--- src/rtl/msx_slot_bridge.sv ---
// MSX cartridge-slot to internal-bus bridge: sync/filter strobes, one request pulse per Z80 cycle.
// Pulse 1 clk after detection; reads stall the Z80 via WAIT until ready or TIMEOUT expiry.
module msx_slot_bridge #(
  parameter int TIMEOUT = 16
) (
  input  logic        clk,
  input  logic        n_reset,
  input  logic [15:0] slot_a,
  input  logic [7:0]  slot_d_in,
  output logic [7:0]  slot_d_out,
  output logic        slot_d_oe,
  input  logic        slot_n_rd,
  input  logic        slot_n_wr,
  input  logic        slot_n_iorq,
  input  logic        slot_n_merq,
  input  logic        slot_n_m1,
  input  logic        slot_n_sltsl,
  output logic        slot_n_wait,
  output logic [15:0] bus_address,
  output logic [7:0]  bus_write_data,
  output logic        bus_read,
  output logic        bus_write,
  output logic        bus_io,
  output logic        bus_memory,
  input  logic        bus_io_cs,
  input  logic        bus_memory_cs,
  input  logic        bus_read_ready,
  input  logic [7:0]  bus_read_data
);

  typedef enum logic [2:0] {
    ST_IDLE, ST_WRITE, ST_READ_REQ, ST_READ_WAIT, ST_READ_DRIVE, ST_RELEASE
  } state_t;

  localparam logic [7:0] TO_LAST = 8'(TIMEOUT - 1);

  state_t     state, nxt;
  logic [5:0] pins, s1, s2, s3, act;
  logic [7:0] cnt;
  logic       is_io;
  logic       act_rd, act_wr, act_iorq, act_merq, act_m1, act_sltsl;
  logic       detect, one_rw, io_cyc, mem_cyc, fwd_io, fwd_mem;

  // Bit order: {sltsl, m1, merq, iorq, wr, rd}; idle level is 1.
  assign pins = {slot_n_sltsl, slot_n_m1, slot_n_merq, slot_n_iorq, slot_n_wr, slot_n_rd};

  always_ff @(posedge clk or negedge n_reset) begin
    if (!n_reset) begin
      s1 <= '1;
      s2 <= '1;
      s3 <= '1;
    end else begin
      s1 <= pins;
      s2 <= s1;
      s3 <= s2;
    end
  end

  // Active only after two consecutive synchronised low samples.
  assign act       = ~s2 & ~s3;
  assign act_rd    = act[0];
  assign act_wr    = act[1];
  assign act_iorq  = act[2];
  assign act_merq  = act[3];
  assign act_m1    = act[4];
  assign act_sltsl = act[5];

  always_comb begin
    one_rw  = act_rd ^ act_wr;
    detect  = (act_iorq & (act_rd | act_wr | act_m1)) | (act_merq & (act_rd | act_wr));
    io_cyc  = act_iorq & ~act_merq & ~act_m1 & one_rw;
    mem_cyc = act_merq & ~act_iorq & act_sltsl & one_rw;
    fwd_io  = io_cyc & bus_io_cs;
    fwd_mem = mem_cyc & bus_memory_cs;

    nxt = state;
    case (state)
      ST_IDLE: begin
        if (detect) begin
          if (!(fwd_io | fwd_mem)) nxt = ST_RELEASE;
          else if (act_wr)         nxt = ST_WRITE;
          else                     nxt = ST_READ_REQ;
        end
      end
      ST_WRITE:    nxt = ST_RELEASE;
      ST_READ_REQ: nxt = ST_READ_WAIT;
      ST_READ_WAIT: begin
        // A released strobe aborts the read before a late ready can drive the pins.
        if (s2[0])               nxt = ST_IDLE;
        else if (bus_read_ready) nxt = ST_READ_DRIVE;
        else if (cnt == TO_LAST) nxt = ST_RELEASE;
      end
      ST_READ_DRIVE: if (s2[0]) nxt = ST_IDLE;
      ST_RELEASE:    if (&s2[3:0]) nxt = ST_IDLE;
      default:       nxt = ST_IDLE;
    endcase
  end

  always_ff @(posedge clk or negedge n_reset) begin
    if (!n_reset) begin
      state          <= ST_IDLE;
      cnt            <= 8'd0;
      is_io          <= 1'b0;
      bus_address    <= 16'h0000;
      bus_write_data <= 8'h00;
      slot_d_out     <= 8'h00;
    end else begin
      state <= nxt;
      if (state == ST_IDLE && nxt != ST_RELEASE && nxt != ST_IDLE) begin
        bus_address <= slot_a;
        is_io       <= fwd_io;
        if (nxt == ST_WRITE) bus_write_data <= slot_d_in;
      end
      if (state == ST_READ_REQ)       cnt <= 8'd0;
      else if (state == ST_READ_WAIT) cnt <= cnt + 8'd1;
      if (state == ST_READ_WAIT && nxt == ST_READ_DRIVE) slot_d_out <= bus_read_data;
    end
  end

  assign bus_write   = (state == ST_WRITE);
  assign bus_read    = (state == ST_READ_REQ);
  assign bus_io      = (bus_write | bus_read) & is_io;
  assign bus_memory  = (bus_write | bus_read) & ~is_io;
  assign slot_n_wait = ~((state == ST_READ_REQ) | (state == ST_READ_WAIT));
  assign slot_d_oe   = (state == ST_READ_DRIVE);

endmodule

--- config.mk ---
export PLATFORM = sky130hd
export DESIGN_NAME = msx_slot_bridge
export DESIGN_NICKNAME = d
export VERILOG_FILES = /design/src/rtl/msx_slot_bridge.sv
export SDC_FILE = /design/constraint.sdc
export NUM_CORES = 1
export LEC_CHECK = 0
export CAP_MARGIN = 5
export CORE_ASPECT_RATIO = 1.1
export CORE_MARGIN = 1
export CORE_UTILIZATION = 46
export CTS_CLUSTER_DIAMETER = 100
export DETAILED_ROUTE_END_ITERATION = 6
export GPL_ROUTABILITY_DRIVEN = 0
export HOLD_SLACK_MARGIN = 0.06
export PLACE_DENSITY_LB_ADDON = 0.3
export SKIP_CTS_REPAIR_TIMING = 1
export SLEW_MARGIN = 20
export SYNTH_ARGS = -nofsm -noshare
export SYNTH_HDL_FRONTEND = slang
export SYNTH_SLANG_ARGS = --single-unit
--- constraint.sdc ---
create_clock -name clk -period 3.7 [get_ports clk]
set_clock_uncertainty 0.2 [all_clocks]
set_input_delay 0.555 -clock clk [delete_from_list [all_inputs] [get_ports clk]]
set_output_delay 0.555 -clock clk [all_outputs]
set_load 0.02 [all_outputs]
**Yosys cells after proc, flatten, opt, wreduce, memory -nomap -nowiden**

Index checks and enable logic that the tools add are counted.

- Output and inout port bits: 38
- Flip-flop bits (word level): 62
- Word-level logic and storage cells: 65
- Input port bits: 43

- Reductions and logical operators: 8
- Add/sub/neg operators: 1
- Bitwise logic cells: 27
- Equal/unequal tests: 9
- Muxes and demuxes: 11

Operators with widths:

| operator | number |
|---|---|
| two-way mux 3 bit | 7 |
| case mux 3 bit (6 select lines) | 1 |
| two-way mux 8 bit | 2 |
| bitwise AND 1 bit | 12 |
| NOT 6 bit | 2 |
| == test 3 bit (second input constant) | 3 |
| adder 8 x 1 -> 8 bit (second input constant) | 1 |
| == test 8 x 4 -> 1 bit (second input constant) | 1 |
| bitwise AND 6 bit | 1 |
| == test 3 x 1 -> 1 bit (second input constant) | 2 |
| == test 3 x 2 -> 1 bit (second input constant) | 2 |
| bitwise OR 1 bit | 6 |
| NOT 1 bit | 5 |
| AND reduction 4 bit | 1 |
| logical AND 1 bit | 3 |
| zero test 3 bit | 1 |
| inequality test 3 bit (second input constant) | 1 |
| nonzero test 3 bit | 1 |
| two-way mux 2 bit | 1 |
| AND reduction 2 bit | 1 |
| nonzero test 2 bit | 1 |
| bitwise XOR 1 bit | 1 |

**Logic depth before layout (Yosys ltp)**

Gate-level depths: netlist of run 1.

- Word-level depth: 15
- Depth in mapped cells: 10
- Mapped depth without buffers: 8

**Worst setup path after synthesis of run 1**

No wires, ideal clock.

- Kind: register to register
- From: reg s2[0]
- To: reg bus_write_data[0]
- Buffers on the path: 2
- Period minus slack after synthesis: 2.828 ns
- Slack: 0.872 ns
- Data arrival time: 2.503 ns
- Library setup time: 0.125 ns
- Stages on the path, launching flop included: 10
- Data required time: 3.375 ns
- Cell sequence: dfstp_2 or2_2 ha_1 o211ai_1 or4_4 a211o_1 buf_6 or2_1 buf_6 mux2_4

- Word-level cells in the longest chain between the ends: 13
- Elaborated cells on any way between the ends: 26
- Those cells by class: 2 x eq/ne; 6 x mux; 13 x bitwise; 5 x reduce/logical

RTL lines:

| what | RTL line | source |
|---|---|---|
| start: declaration | 38 | `logic [5:0] pins, s1, s2, s3, act;` |
| start signal: assignment | 50 | `s2 <= '1;` |
| start signal: assignment | 54 | `s2 <= s1;` |
| NOT 6 bit | 60 | `assign act = ~s2 & ~s3;` |
| bitwise AND 6 bit | 60 |  |
| bitwise XOR 1 bit | 69 | `one_rw = act_rd ^ act_wr;` |
| bitwise AND 1 bit, on equally long branches | 71, 72 |  |
| bitwise AND 1 bit, on equally long branches | 73, 74 |  |
| bitwise OR 1 bit | 80 | `if (!(fwd_io \| fwd_mem)) nxt = ST_RELEASE;` |
| two-way mux 3 bit | 80 |  |
| two-way mux 3 bit | 79 | `if (detect) begin` |
| case mux 3 bit (6 select lines) * | 77 | `case (state)` |
| inequality test 3 bit | 109 | `if (state == ST_IDLE && nxt != ST_RELEASE && nxt != ST_IDLE) begin` |
| logical AND 1 bit (2 in a row) | 109 |  |
| AND reduction 2 bit (no line) * | -- |  |
| end signal: assignment | 112 | `if (nxt == ST_WRITE) bus_write_data <= slot_d_in;` |
| end: declaration | 20 | `output logic [7:0] bus_write_data,` |

Mark *: on every way between the ends. The rest lies on a longest branch, timed or not.
A chain may end at the register's enable or synchronous reset.

**Worst setup path in the final report of run 1**

- From: reg state[1]
- To: out bus_read

- Word-level cells in the longest chain between the ends: 1

RTL lines:

| what | RTL line | source |
|---|---|---|
| start: declaration | 37 | `state_t state, nxt;` |
| start signal: assignment | 108 | `state <= nxt;` |
| == test 3 x 2 -> 1 bit | 121 | `assign bus_read = (state == ST_READ_REQ);` |
| end: declaration | 21 | `output logic bus_read,` |

No other way between the ends.

==> results of run 1 <==
logic make-up after synthesis:
group,Yosys count,share of synthesized area [%]
AOI/OAI and AO/OA,25,6.90
xor gates and xnor gates,1,0.350
adders and majority gates,2,0.999
buffers and inverters,11,2.25
DFF,62,62.9
muxes,34,16.5
and+or+nand+nor,47,10.1
area by class of cell:
class                           instances  area, sq um
Clock inverter                          3         18.8
Multi-Input combinational cell        109          873
Clock buffer                           13          159
Inverter                                4         15.0
Sequential cell                        62         1570
Timing Repair Buffer                   82          811
Fill cell                             393         1590
Tap cell                               72         90.1
where the power goes:
group / internal (mW) / switching [mW]
clock: 0.279 / 0.248
sequential: 0.746 / 0.0657
combinational: 0.203 / 0.158
total: 1.23 / 0.472
worst max-delay path: stages (launching register included):
cell	delay [ns]
dfrtp_1	0.47
nor2b_1	0.34
inv_1	0.27
nor2_1	0.15
clkdlybuf4s50_1	0.61
path summary, 6_finish.rpt:
path,end,slack [ns],cells after the start
max,bus_read,0.76,4
min,cnt[4],0.01,1
min in group clk,s2[0],0.16,0
max reg2reg,bus_write_data[7],0.83,7
min reg2reg,s2[0],0.16,0
max in group asynchronous,s2[1],2.39,2
registers in the layout, indices dropped and copies added (netlist names):
register and cells:
bus_address 16, bus_write_data 8, cnt 8, slot_d_out 8, s1 6, s2 6, s3 6, state 3
is_io 1
cell usage after synthesis (2+ instances only):
| master | n |
|---|---|
| mux2_2 | 26 |
| nand2b_1 | 2 |
| or2_2 | 3 |
| o21ai_0 | 6 |
| nand2_1 | 10 |
| buf_6 | 2 |
| dfstp_2 | 18 |
| nor2b_1 | 4 |
| a21o_1 | 2 |
| clkbuf_1 | 5 |
| a22o_1 | 3 |
| inv_1 | 4 |
| ha_1 | 2 |
| o31ai_1 | 2 |
| nor3b_1 | 2 |
| nor4_1 | 2 |
| nor3_1 | 2 |
| a21oi_1 | 3 |
| o211ai_1 | 2 |
| or3_1 | 2 |
| o22ai_1 | 2 |
| nor2_1 | 6 |
| and3_1 | 2 |
| nand3_1 | 7 |
| mux2_4 | 8 |
| dfrtp_1 | 44 |
layer usage:
metal  wire length (um)  vias to the layer above  global-route usage [%]
met5                  0                        -                       0
met4                117                        0                    12.0
met3                288                       13                    6.69
met2               2410                       53                    29.0
met1               2170                      825                    25.1
li1                   -                      823                       -
per-stage QoR:
step / total power [mW] / std cells / util (%)
floorplan: 0.999 / 182 / -
global placement: 1.18 / 329 / 65.5
detailed placement: 1.18 / 329 / 65.5
CTS: 1.72 / 345 / 69.0
global route: 1.78 / 345 / 69.0
finish: 1.70 / 345 / 69.0
==> summary.md, run 1 <==
| Metric | Value |
|---|---|
| Status | finished clean |
| Clock Sinks | 62 |
| CTS buffer count | 9 |
| Pre-CTS setup slack | 0.763 ns |
| Port bufs | 80 |
| Initial antenna violation count | 0 |
| CP Launch Type | flip-flop |
| Period minus WS final | ~3 ns |
| Root Driver | clkbuf_8 |
| Crit path required time | 2.94 ns |
| Worst R2R Start | s2[0] |
| Syn_nets | approximately 230 |
| Iteration-0 DRC Markers | 95 |
| CTS tree | done |
| Synthesis-stage register bit count | 62 |
| N_diodes | 0 |
| Worst setup EP type | output pin |
| FFs w/ async S/R, synth | 100% |
| Worst min-delay path class | input pin to async pin |
| Die width | just over 70 um |
| RSZ-0062 raised after global routing | no |
| Area Growth Syn to Fin | 41.4% |
| Worst-case clock buffer depth | 2 |
| Distinct cells, synth | 37 |
| Final slew viol count | 0 |
| Synth warnings | 0 |
| Pwr dens | ~480 nW/um^2 |
| Avg WL per Cell | approximately 14 um |
| Syn Inst Count | roughly 180 |
| # DRC | 0 |
| Crit Path Max Fanout | 13 |
| Via Count | around 1700 |
| Post-route cell area | around 3500 sq um |
| Maximum vdd drop | approximately 0.00036 V |
| GRT Util Overall | about a fifth |
| Clock-pin slew on the worst setup and hold paths | 0.07 ns |
| Crit Path Category | flip-flop to output pin |
| DRT antenna net count | 0 |
| PnR worst setup slack | 0.764 ns |
| Critical Path Start | state[1] |
| Final total negative setup slack | 0 ns |
| Die area | roughly 5700 sq um |
| Area of the mapped netlist | around 2500 sq um |
| Largest net degree at the start of global routing | 36 |
| Area after DPL | between 3000 and 4000 sq um |
| Clk_lat worst skew | between 0.3 and 0.4 ns |
| Relative slew slack | 60.4% |
| Fmax | around 0.34 GHz |
| EDFF count, synth | 0 |
| Ranking of synthesized cells by area | dfrtp_1 44%, dfstp_2 19%, mux2_2 12% |
| Area leader, netlist | dfrtp_1 |
| Final count of negative-setup-slack endpoints | 0 |
| FP Rows | 27 |
| H-tree depth | 3 |
| DR pass1 iterations | 4 |
| Seq/Total Area, Yosys | 62.9% |
| Share of post-route cells with drive strength above 1 | between 20% and 30% |
| Max Cap Viol | 0 |
| Commonest non-fill, non-tap cell in the layout | clkdlybuf4s50_1 |
| Initial Util | between 40% and 50% |
| Arrival time at the worst endpoint | 2.18 ns |
| Die height | just under 80 um |
| Main synth FF type | dfrtp_1 |
| Mean Syn Cell Area | 13.8 sq um |
| Core region area | 5130 sq um |
| Final Hold Viols | 0 |
| Tcrit/Tclk final | around 79% |
| Worst-margin pin slew | around 0.59 ns |
| Vias in the first global route | approximately 1800 |
| Routed WL | about 5000 um |
| Top Ports | 81 |
| Gr ovfl total | 0 |
| Hold Slack | 0.0139 ns |
| First-pass GRT wire length | approximately 8300 um |
| HPWL after DPL | roughly 3600 um |
| Post-synth top area share | 44.0% |
| Most frequent cells in the layout | 79 x clkdlybuf4s50_1, 44 x dfrtp_1, 26 x mux2_2, 18 x dfstp_2, 11 x clkbuf_8 |
| Vias per inst | between 4 and 5 |
| NumNets Final | about 310 |
| Lkg Pwr | between 1.5 and 2 nW |
Note: power is estimated with default switching activity, not from simulation.
==> run 2: changes to the inputs <==
==> constraint.sdc (replaced) <==
create_clock -name clk -period 2.9 [get_ports clk]
set_clock_uncertainty 0.2 [all_clocks]
set_input_delay 0.435 -clock clk [delete_from_list [all_inputs] [get_ports clk]]
set_output_delay 0.435 -clock clk [all_outputs]
set_load 0.02 [all_outputs]
==> run 2 against run 1 <==
  * Cell count grew 1.4%
  * Worst hold slack gained 0.14 ns
  * Power grew 31%
  * Sequential share of layout area shrank 0.57 points
  * Combinational power grew 35%
  * Clock-buffer cell count shrank 2
  * Largest power group unchanged
  * Setup slack lost 0.69 ns
  * Non-clock buffer count grew 5
  * Sequential power grew 26%
  * Via count grew 1.1%
  * Clock power grew 35%
==> summary.md, run 2 (synthesis results as in run 1) <==
| Metric | Value |
|---|---|
| Worst min-delay path class | flip-flop to flip-flop |
| RSZ-0062 raised after global routing | no |
| Power share of the clock group | 31.9% (+0.9 points) |
| DR pass1 iterations | 4 (unchanged) |
| Fillers | 397 (+1.0%) |
| Initial Util | 48.8% (unchanged) |
| Hold Crit Start | s1[0] |
| Status | finished clean |
| CTS tree | done |
| Pwr dens | 620 nW/um^2 (+29%) |
| Die height | 79.4 um (unchanged) |
| H-tree depth | 3 (unchanged) |
| GRT Util Overall | 20.3% (+0.58 points) |
| Largest Register | bus_address |
| Fmax | around 0.35 GHz |
| Routed wl met3 | 278 um (-3.5%) |
| Clock-pin slew on the worst setup and hold paths | 0.06 ns (about the same) |
| Iteration-0 DRC Markers | 68 (-28%) |
| Relative slew slack | 71.0% (+11 points) |
| Worst R2R Start | s2[0] |
| Crit Path Max Fanout | 8 (-5) |
| Max Cap Viol | 0 (unchanged) |
| Initial antenna violation count | 0 (unchanged) |
| Vias per inst | 4.95 (-0.34%) |
| NumNets Final | 318 (+1.6%) |
| Worst reg2reg setup slack | 0.07 ns (-0.76 ns) |
| Arrival time at the worst endpoint | 2.83 ns (+0.65 ns) |
| N_diodes | 0 (unchanged) |
| Pre-CTS setup slack | 0.0507 ns (-0.712 ns) |
| Clk_lat worst skew | 0.33 ns (about the same) |
| Via Count | 1733 (+1.1%) |
| Max reg flops | 16 (unchanged) |
| Final count of negative-setup-slack endpoints | 0 (unchanged) |
| Core region area | 5130 sq um (unchanged) |
| Internal power | 1.61 mW (+32%) |
| Final slew viol count | 0 (unchanged) |
| Avg WL per Cell | 14.8 um (+2.6%) |
| Worst-case clock buffer depth | 2 (unchanged) |
| Root Driver | clkbuf_8 |
| Final Hold Viols | 0 (unchanged) |
| Lkg Pwr | 1.61 nW (+1.4%) |
| RR Endpoint | bus_write_data[4] |
| CTS buffer count | 9 (unchanged) |
| Comb pwr share | 22.0% (+0.7 points) |
| Routed WL | 5200 um (+4.1%) |
| Pwr Total | 2.22 mW (+31%) |
| Post-route cell area | 3590 sq um (+1.3%) |
| Final total negative setup slack | 0 ns (unchanged) |
| WHS Endpoint | s2[0] |
| Share of post-route cells with drive strength above 1 | 28.4% (+1.3 points) |
| Clock Sinks | 62 (unchanged) |
| Sequential share of power | 46.1% (-1.6 points) |
| Maximum vdd drop | 0.000397 V (+11%) |
| FP Rows | 27 (unchanged) |
| Area Growth Syn to Fin | 43.3% |
| First-pass GRT wire length | 8610 um (+3.1%) |
| Most frequent cells in the layout | 79 x clkdlybuf4s50_1, 44 x dfrtp_1, 26 x mux2_2, 18 x dfstp_2, 10 x nand2_1 |
| DRT antenna net count | 0 (unchanged) |
| Top Ports | 81 (unchanged) |
| Port bufs | 80 (unchanged) |
| Largest net degree at the start of global routing | 25 (-31%) |
| Area after DPL | 3390 sq um (+0.89%) |
| Worst setup EP type | flip-flop |
| Metal2 WL | 2680 um (+11%) |
| Switch Pwr | 0.609 mW (+29%) |
| Crit path required time | 2.90 ns (-0.04 ns) |
| Worst-margin pin slew | 0.435 ns (-0.158 ns) |
| Commonest non-fill, non-tap cell in the layout | clkdlybuf4s50_1 |
| Gr ovfl total | 0 (unchanged) |
| Worst reg-to-reg path cell count | 7 (unchanged) |
| Vias in the first global route | 1851 (+3.0%) |
| Crit Path Category | flip-flop to flip-flop |
| Hold Crit Depth | 0 |
| PnR worst setup slack | 0.0740 ns (-0.690 ns) |
| M1 WL | 2180 um (+0.28%) |
| Sw Share | 27.4% (-0.40 points) |
| Period minus WS final | ~2.8 ns |
| HPWL after DPL | 3860 um (+7.6%) |
| CP Launch Type | flip-flop |
| Die width | 72.3 um (unchanged) |
| Max Used Layer | met4 |
| # DRC | 0 (unchanged) |
| Die area | 5740 sq um (unchanged) |
| Tcrit/Tclk final | between 90% and 100% |
==> run 2: changes by cell type in the layout (fill, tap and decap cells not counted), sizes merged <==
cell         delta
buf             +4
bufinv          +1
clkbuf          -2
clkinvlp        +1
dlygate4sd3     +1
==> run 2: metrics by stage <==
stage / hold slack, ns / std cells / utilization, %
2_1_floorplan: -0.0606 / 182 / -
3_3_place_gp: 0.146 / 333 / 66.1
3_5_place_dp: 0.147 / 333 / 66.1
4_1_cts: -0.177 / 349 / 69.7
5_1_grt: 0.159 / 350 / 69.9
6_report: 0.156 / 350 / 69.9
==> run 2: critical path, cell delays in order, from the launching register on <==
cell	delay, ns
dfstp_2	0.36
or2_2	0.28
ha_1	0.29
o211ai_1	0.08
or4_4	0.43
a211o_1	0.31
or2_2	0.40
mux2_4	0.34
==> run 2: worst max-delay path by stage <==
stage	to	slack, ns	from
after detailed placement	bus_write_data[4]	0.05	s2[0]
after global placement	bus_write_data[6]	0.09	s2[0]
after CTS	bus_write_data[4]	0.04	s2[0]
after global routing	bus_write_data[4]	0.005	s2[0]
after floorplan	bus_write_data[0]	0.07	s2[0]
final	bus_write_data[4]	0.07	s2[0]
==> run 2: per-layer routing <==
metal | track usage (%) | vias to the layer above
met5 | 0 | -
met4 | 7.65 | 0
met3 | 8.08 | 5
met2 | 32.2 | 47
met1 | 24.9 | 852
li1 | - | 829
==> run 2: power by group through the flow <==
stage	clock (mW)	sequential [mW]	combinational, mW
finish	0.709	1.02	0.490
global placement	0	1.04	0.483
CTS	0.731	1.02	0.494
detailed placement	0	1.04	0.491
floorplan	0	1.06	0.219
global route	0.769	1.04	0.524
==> run 2: area by class of cell <==
type | count | area [sq um] | area share, %
Clock buffer | 11 | 131 | 3.66
Sequential cell | 62 | 1570 | 43.9
Clock inverter | 5 | 52.6 | 1.46
Inverter | 4 | 15.0 | 0.419
Tap cell | 72 | 90.1 | 2.51
Multi-Input combinational cell | 109 | 873 | 24.3
Timing Repair Buffer | 87 | 851 | 23.7
==> run 3: changes to the inputs <==
--- a/config.mk
+++ b/config.mk
@@ -5,6 +5,7 @@
 export SDC_FILE = /design/constraint.sdc
 export NUM_CORES = 1
 export LEC_CHECK = 0
+export ABC_CLOCK_PERIOD_IN_PS = 2900
 export CAP_MARGIN = 5
 export CORE_ASPECT_RATIO = 1.1
 export CORE_MARGIN = 1
==> results of run 3 <==
No change in the layout: final DEF, timing and power equal those of run 2.
